==> src/rtl/evg_event_arbiter_pkg.sv <==
// Shared constants and helpers for the EVG event arbiter.
package evg_event_arbiter_pkg;

  // Default event code width carried on evgEventTDATA.
  localparam int EVG_EVENTCODE_WIDTH = 8;

  // Well-known event codes of the EVG event set.
  localparam logic [7:0] EVENTCODE_NULL          = 8'h00;
  localparam logic [7:0] END_OF_TABLE_EVENT_CODE = 8'h7F;
  localparam logic [7:0] EVENTCODE_HEARTBEAT     = 8'h7A;

  // Next round-robin position after index idx among n sources (wraps to 0).
  function automatic int unsigned rr_next(input int unsigned idx, input int unsigned n);
    return (idx + 1 >= n) ? 0 : idx + 1;
  endfunction

endpackage

==> src/rtl/evg_event_arbiter_fifo.sv <==
// Per-source synchronous FIFO, first-word fall-through. Pushes into a full
// FIFO and pops from an empty FIFO are ignored; push and pop in the same
// cycle both take effect.
module evg_event_arbiter_fifo #(
  parameter int W  = 8,
  parameter int AW = 3
) (
  input  logic         clk_i,
  input  logic         rst_i,
  input  logic         push_i,
  input  logic         pop_i,
  input  logic [W-1:0] din_i,
  output logic [W-1:0] dout_o,
  output logic         full_o,
  output logic         empty_o
);

  localparam int DEPTH = 1 << AW;
  localparam logic [AW:0] PTR_ONE = {{AW{1'b0}}, 1'b1};

  logic [W-1:0] mem_q [DEPTH];
  logic [AW:0]  wr_q, wr_d;
  logic [AW:0]  rd_q, rd_d;
  logic         do_push;
  logic         do_pop;

  // Extra pointer MSB distinguishes full from empty when the indices match.
  assign empty_o = (wr_q == rd_q);
  assign full_o  = (wr_q[AW] != rd_q[AW]) && (wr_q[AW-1:0] == rd_q[AW-1:0]);
  assign do_push = push_i && !full_o;
  assign do_pop  = pop_i && !empty_o;
  assign dout_o  = mem_q[rd_q[AW-1:0]];

  // Next-state pointers.
  always_comb begin
    wr_d = do_push ? wr_q + PTR_ONE : wr_q;
    rd_d = do_pop  ? rd_q + PTR_ONE : rd_q;
  end

  // Pointer registers; reset empties the FIFO.
  always_ff @(posedge clk_i) begin
    if (rst_i) begin
      wr_q <= '0;
      rd_q <= '0;
    end else begin
      wr_q <= wr_d;
      rd_q <= rd_d;
    end
  end

  // Storage write; contents are don't-care until the pointers cover them.
  always_ff @(posedge clk_i) begin
    if (do_push) begin
      mem_q[wr_q[AW-1:0]] <= din_i;
    end
  end

endmodule

==> src/rtl/evg_event_arbiter.sv <==
// Merges one-cycle event requests from several sources onto the single EVG
// transmitter event slot. Each source feeds its own FIFO; a scheduler with
// optional strict priority for source 0 and round-robin for the rest drains
// the FIFOs into a registered output.
//
// Output handshake: evgEventTVALID/evgEventTDATA/grantSource are registered.
// A code is transferred on a clock edge where TVALID && TREADY. While
// TVALID && !TREADY the output holds; the register reloads whenever
// !TVALID || TREADY.
module evg_event_arbiter
  import evg_event_arbiter_pkg::*;
#(
  parameter int NUM_SOURCES      = 4,
  parameter int EVENTCODE_WIDTH  = EVG_EVENTCODE_WIDTH,
  parameter int FIFO_AW          = 3,
  parameter int PRIORITY_SRC0    = 1,
  parameter int DROP_COUNT_WIDTH = 8,
  localparam int SW = (NUM_SOURCES > 1) ? $clog2(NUM_SOURCES) : 1
) (
  input  logic                                   evgTxClk,
  input  logic                                   evgTxReset,
  input  logic [NUM_SOURCES*EVENTCODE_WIDTH-1:0] srcTDATA,
  input  logic [NUM_SOURCES-1:0]                 srcTVALID,
  input  logic [NUM_SOURCES-1:0]                 srcEnable,
  output logic [EVENTCODE_WIDTH-1:0]             evgEventTDATA,
  output logic                                   evgEventTVALID,
  input  logic                                   evgEventTREADY,
  output logic [NUM_SOURCES-1:0]                 overflowFlags,
  output logic [DROP_COUNT_WIDTH-1:0]            dropCount,
  input  logic                                   clearStats,
  output logic [SW-1:0]                          grantSource
);

  localparam int CW = DROP_COUNT_WIDTH + 4;

  logic [NUM_SOURCES-1:0]     want;
  logic [NUM_SOURCES-1:0]     drop;
  logic [NUM_SOURCES-1:0]     pop;
  logic [NUM_SOURCES-1:0]     fifo_full;
  logic [NUM_SOURCES-1:0]     fifo_empty;
  logic [EVENTCODE_WIDTH-1:0] fifo_dout [NUM_SOURCES];

  logic                       load;
  logic                       cand_found;
  logic [SW-1:0]              cand_idx;
  logic                       cand_in_rr;
  int unsigned                scan_idx;

  logic [EVENTCODE_WIDTH-1:0] tdata_q, tdata_d;
  logic                       tvalid_q, tvalid_d;
  logic [SW-1:0]              grant_q, grant_d;
  logic [SW-1:0]              rr_q, rr_d;
  logic [NUM_SOURCES-1:0]     flags_q, flags_d;
  logic [DROP_COUNT_WIDTH-1:0] cnt_q, cnt_d;
  logic [CW-1:0]              cnt_wide;

  // Per-source request qualification and FIFO instances.
  for (genvar i = 0; i < NUM_SOURCES; i++) begin : g_src
    logic [EVENTCODE_WIDTH-1:0] code;
    assign code    = srcTDATA[i*EVENTCODE_WIDTH +: EVENTCODE_WIDTH];
    // Null codes are filler, never queued or counted.
    assign want[i] = srcTVALID[i] && srcEnable[i] && (code != {EVENTCODE_WIDTH{1'b0}});
    // Fullness is judged at cycle start; a same-cycle pop does not make room.
    assign drop[i] = want[i] && fifo_full[i];

    evg_event_arbiter_fifo #(
      .W  (EVENTCODE_WIDTH),
      .AW (FIFO_AW)
    ) u_fifo (
      .clk_i   (evgTxClk),
      .rst_i   (evgTxReset),
      .push_i  (want[i]),
      .pop_i   (pop[i]),
      .din_i   (code),
      .dout_o  (fifo_dout[i]),
      .full_o  (fifo_full[i]),
      .empty_o (fifo_empty[i])
    );
  end

  assign load = !tvalid_q || evgEventTREADY;

  // Candidate selection: source 0 first when prioritised, otherwise the first
  // non-empty round-robin member starting at rr_q.
  always_comb begin
    cand_found = 1'b0;
    cand_idx   = '0;
    scan_idx   = 0;
    if ((PRIORITY_SRC0 != 0) && !fifo_empty[0]) begin
      cand_found = 1'b1;
    end else begin
      for (int k = 0; k < NUM_SOURCES; k++) begin
        scan_idx = 32'(rr_q) + 32'(k);
        if (scan_idx >= 32'(NUM_SOURCES)) begin
          scan_idx = scan_idx - 32'(NUM_SOURCES);
        end
        if (!cand_found && !fifo_empty[SW'(scan_idx)] &&
            ((scan_idx != 0) || (PRIORITY_SRC0 == 0))) begin
          cand_found = 1'b1;
          cand_idx   = SW'(scan_idx);
        end
      end
    end
    cand_in_rr = (cand_idx != '0) || (PRIORITY_SRC0 == 0);
  end

  // Pop the granted FIFO when the output register reloads.
  always_comb begin
    pop = '0;
    if (load && cand_found) begin
      pop[cand_idx] = 1'b1;
    end
  end

  // Output register and round-robin pointer next state.
  always_comb begin
    tdata_d  = tdata_q;
    tvalid_d = tvalid_q;
    grant_d  = grant_q;
    rr_d     = rr_q;
    if (load) begin
      if (cand_found) begin
        tdata_d  = fifo_dout[cand_idx];
        grant_d  = cand_idx;
        tvalid_d = 1'b1;
        if (cand_in_rr) begin
          rr_d = SW'(rr_next(32'(cand_idx), NUM_SOURCES));
        end
      end else begin
        tvalid_d = 1'b0;
      end
    end
  end

  // Statistics next state: clear wins over any same-cycle overflow.
  always_comb begin
    cnt_wide = {4'b0000, cnt_q};
    for (int i = 0; i < NUM_SOURCES; i++) begin
      cnt_wide = cnt_wide + CW'(drop[i]);
    end
    if (clearStats) begin
      flags_d = '0;
      cnt_d   = '0;
    end else begin
      flags_d = flags_q | drop;
      cnt_d   = (cnt_wide > {4'b0000, {DROP_COUNT_WIDTH{1'b1}}}) ?
                {DROP_COUNT_WIDTH{1'b1}} : cnt_wide[DROP_COUNT_WIDTH-1:0];
    end
  end

  // State registers with synchronous reset.
  always_ff @(posedge evgTxClk) begin
    if (evgTxReset) begin
      tdata_q  <= '0;
      tvalid_q <= 1'b0;
      grant_q  <= '0;
      rr_q     <= '0;
      flags_q  <= '0;
      cnt_q    <= '0;
    end else begin
      tdata_q  <= tdata_d;
      tvalid_q <= tvalid_d;
      grant_q  <= grant_d;
      rr_q     <= rr_d;
      flags_q  <= flags_d;
      cnt_q    <= cnt_d;
    end
  end

  assign evgEventTDATA  = tdata_q;
  assign evgEventTVALID = tvalid_q;
  assign grantSource    = grant_q;
  assign overflowFlags  = flags_q;
  assign dropCount      = cnt_q;

endmodule
==> config.mk <==
export PLATFORM = sky130hd
export DESIGN_NAME = evg_event_arbiter
export DESIGN_NICKNAME = d
export VERILOG_FILES = /design/src/rtl/evg_event_arbiter_pkg.sv /design/src/rtl/evg_event_arbiter_fifo.sv /design/src/rtl/evg_event_arbiter.sv
export SDC_FILE = /design/constraint.sdc
export NUM_CORES = 1
export LEC_CHECK = 0
export CELL_PAD_IN_SITES_DETAIL_PLACEMENT = 1
export CELL_PAD_IN_SITES_GLOBAL_PLACEMENT = 1
export CORE_ASPECT_RATIO = 0.5
export CORE_MARGIN = 2
export CORE_UTILIZATION = 51
export CTS_CLUSTER_SIZE = 8
export DETAILED_ROUTE_END_ITERATION = 8
export GPL_TIMING_DRIVEN = 0
export PLACE_DENSITY = 0.88
export SLEW_MARGIN = 5
export SYNTH_ARGS = -nofsm -noshare
export SYNTH_HDL_FRONTEND = slang
export SYNTH_SLANG_ARGS = --single-unit
==> constraint.sdc <==
create_clock -name evgTxClk -period 4.65 [get_ports evgTxClk]
set_input_delay 0.465 -clock evgTxClk [delete_from_list [all_inputs] [get_ports evgTxClk]]
set_output_delay 0.465 -clock evgTxClk [all_outputs]
set_load 0.02 [all_outputs]
==> flow_metrics.env <==
export IMPL_cts_resized=0
export IMPL_die_area_um2=28200
export IMPL_ys_top_cells_by_area="edfxtp_1 (56%), mux4_2 (11%), dfxtp_1 (10%)"
export IMPL_multi_input_area_um2=4410
export IMPL_io_pins=67
export IMPL_cts_tree="built"
export IMPL_die_height_um=120
export IMPL_synth_cells=855
export IMPL_h_tree_depth=2
export IMPL_ys_seq_area_share_pct=66.3
export IMPL_cts_path_max_buffers=3
export IMPL_synthArstFlopShare_pct=0
export IMPL_max_stage_delay_ns=0.59
export IMPL_synthToLayoutAreaGrowth_pct=18.3
export IMPL_place_congestion=0.852
export IMPL_r2r_start="rr_q[0]"
export IMPL_start_kind="flop"
export IMPL_power_leakage_uw=0.00522
export IMPL_vias_per_cell=6.28
export IMPL_fin_area_um2=16200
export IMPL_grt_pass1_vias=9550
export IMPL_num_fill_cells=2417
export IMPL_syn_nets=920
export IMPL_detail_route_wl_per_cell_um=28.8
export IMPL_drt_iter0_markers=844
export IMPL_dpl_cell_area_um2=14800
export IMPL_cts_sinks=325
export IMPL_path_clk_slew_ns=0.06
export IMPL_crit_required_ns=5.05
export IMPL_cap_violations=0
export IMPL_ys_warn_count=0
export IMPL_path_max_fanout=12
export IMPL_timing_final_hold_violations=0
export IMPL_root_buffer="clkbuf_16"
export IMPL_drc=0
export IMPL_status="complete, no violations"
export IMPL_hold_slack_ns=0.475
export IMPL_fin_crit_ns=4.34
export IMPL_total_power_uw=8720
export IMPL_worst_path_max_delay_cell="mux4_2"
export IMPL_synth_seq_cells=325
export IMPL_final_cell_mix="edfxtp_1 (256), nor2_1 (84), dfxtp_1 (69)"
export IMPL_arrival_ns=4.74
export IMPL_period_share_pct=93.4
export IMPL_die_w_um=236
export IMPL_slew_headroom_pct=24.0
export IMPL_hold_path_class="reg2reg"
export IMPL_postCtsSetupBuffers=0
export IMPL_grt_ovfl_total=0
export IMPL_ff_latch_area_um2=9070
export IMPL_synth_main_ff_cell="edfxtp_1"
export IMPL_drt_first_pass_iters=5
export IMPL_cts_hold_buf=0
export IMPL_critPathCaptureType="flop"
export IMPL_track_usage_pct=28.7
export IMPL_syn_cell_area_um2=13700
export IMPL_finClkSkew_ns=0.0271
export IMPL_p_per_area_nw_per_um2=539
export IMPL_std_cell_rows=42
export IMPL_path_class="reg2reg"
export IMPL_cts_inserted_buffers=46
export IMPL_layout_commonest_cell="edfxtp_1"
export IMPL_path_buf_inv=3
export IMPL_clk_latency_ns=0.55
export IMPL_slew_violations=0
export IMPL_synth_edf_count=256
export IMPL_min_from="overflowFlags[3]"
export IMPL_n_antenna_cell=0
export IMPL_start_util_pct=51.9
export IMPL_hpwl_mm=23.6
export IMPL_crit_family="multiplexers"
export IMPL_ir_drop_mv=0.267
export IMPL_path_cells="clkinv_1, ha_1, mux4_2, nor3_1, o21ai_0, a21oi_1, nand2_2, inv_2, buf_4, ha_1, nand2_1, nor3_1, mux2i_1, nor2_1"
export IMPL_grt_max_degree=13
export IMPL_vias=8523
export IMPL_grt_pass1_wl_mm=60.1
export IMPL_rrSetupSlack_ns=0.31
export IMPL_fin_setup_tns_ns=0
export IMPL_rsz0062_at_grt="no"
export IMPL_postRouteAntennaNets=0
export IMPL_drive_gt1_share_pct=17.5
export IMPL_core_um2=26400
export IMPL_yosysUniqueCellTypes=61
export IMPL_wl_mm=39.1
export IMPL_yosysTopAreaCell="edfxtp_1"
export IMPL_synth_area_per_cell_um2=16.0
export IMPL_synth_top_area_share_pct=56.2
export IMPL_portBuffers=66
export IMPL_fmax_mhz=230
export IMPL_finalSetupViolCount=0
export IMPL_grt_antenna_before_repair=0
export IMPL_layout_nets=1034
export IMPL_crit_path_start="rr_q[0]"
export IMPL_worstMarginPinSlew_ns=1.14
==> worst reg2reg max path: cells and delay by family, from the launching register on <==
family | cells | cell delay, ns
DFF | 1 | 0.54
and+or+nand+nor | 5 | 0.91
AOI/OAI and AO/OA | 2 | 0.35
muxes | 2 | 0.91
adders and majority gates | 2 | 0.65
buffers and inverters | 3 | 0.82
==> synth_stat cells, drive strengths merged (8+ instances only) <==
cell / number
a311oi: 8
nor4: 12
nor3: 16
dfxtp: 69
mux4: 66
mux2: 8
xnor2: 34
nand3: 19
a21oi: 21
o22ai: 9
inv: 11
ha: 18
a32oi: 8
a211o: 8
mux2i: 36
and3: 12
o211ai: 8
edfxtp: 256
nor2: 87
clkbuf: 20
nand2: 36
nand2b: 14
buf: 22
==> cell families (layout without fill, tap and decap cells) <==
logic type	after synthesis	in the layout	synth area share [%]
xor+xnor	40	40	2.56
buf+inv	54	204	1.81
simple gates	225	225	8.31
flops	325	325	66.3
fa+ha+maj	21	21	2.09
mux	110	110	14.2
compound gates	80	80	4.79
==> power by group <==
group          total, µW  switching, µW  internal [µW]  leakage (µW)
combinational       2210           1400            807       0.00170
clock               3210           1270           1950      0.000648
sequential          3300           72.1           3230       0.00287
==> sequential cells by signal (all words and copies together) (netlist names), named ones only <==
name / flops
g_src.u_fifo.wr_q: 16
g_src.u_fifo.mem_q: 256
rr_q: 2
dropCount: 8
evgEventTVALID: 1
evgEventTDATA: 8
grantSource: 2
overflowFlags: 4
g_src.u_fifo.rd_q: 16
==> path summary, 6_finish.rpt <==
check,to,depth (start not counted)
hold reg to reg,overflowFlags[3],1
setup / recovery,flop,14
hold / removal,overflowFlags[3],1
setup reg to reg,flop,14
==> area by class of cell <==
cell class	count	share of cell area, %
inverter	12	0.278
clock buffer	83	8.37
buffer	42	1.25
timing repair buffer	66	4.08
tap	352	2.72
clock inverter	1	0.0309
multi-input combinational	476	27.2
sequential	325	56.0
==> stage by stage <==
step           setup WS (ns)  utilization, %  cells
2_1_floorplan           1.35               -    855
3_3_place_gp           0.506            56.0   1273
3_5_place_dp           0.394            56.0   1273
4_1_cts                0.375            61.2   1357
5_1_grt                0.184            61.3   1357
6_report               0.308            61.3   1357
==> routing by layer <==
| metal | global-route usage, % | part of all wire [%] | wire length [µm] |
|---|---|---|---|
| met2 | 48.6 | 50 | 19500 |
| met5 | 0 | 0 | 0 |
| met3 | 5.59 | 6.1 | 2370 |
| met1 | 37.0 | 41 | 16000 |
| met4 | 11.4 | 3.2 | 1270 |
Power figures use the tool's default switching activity.
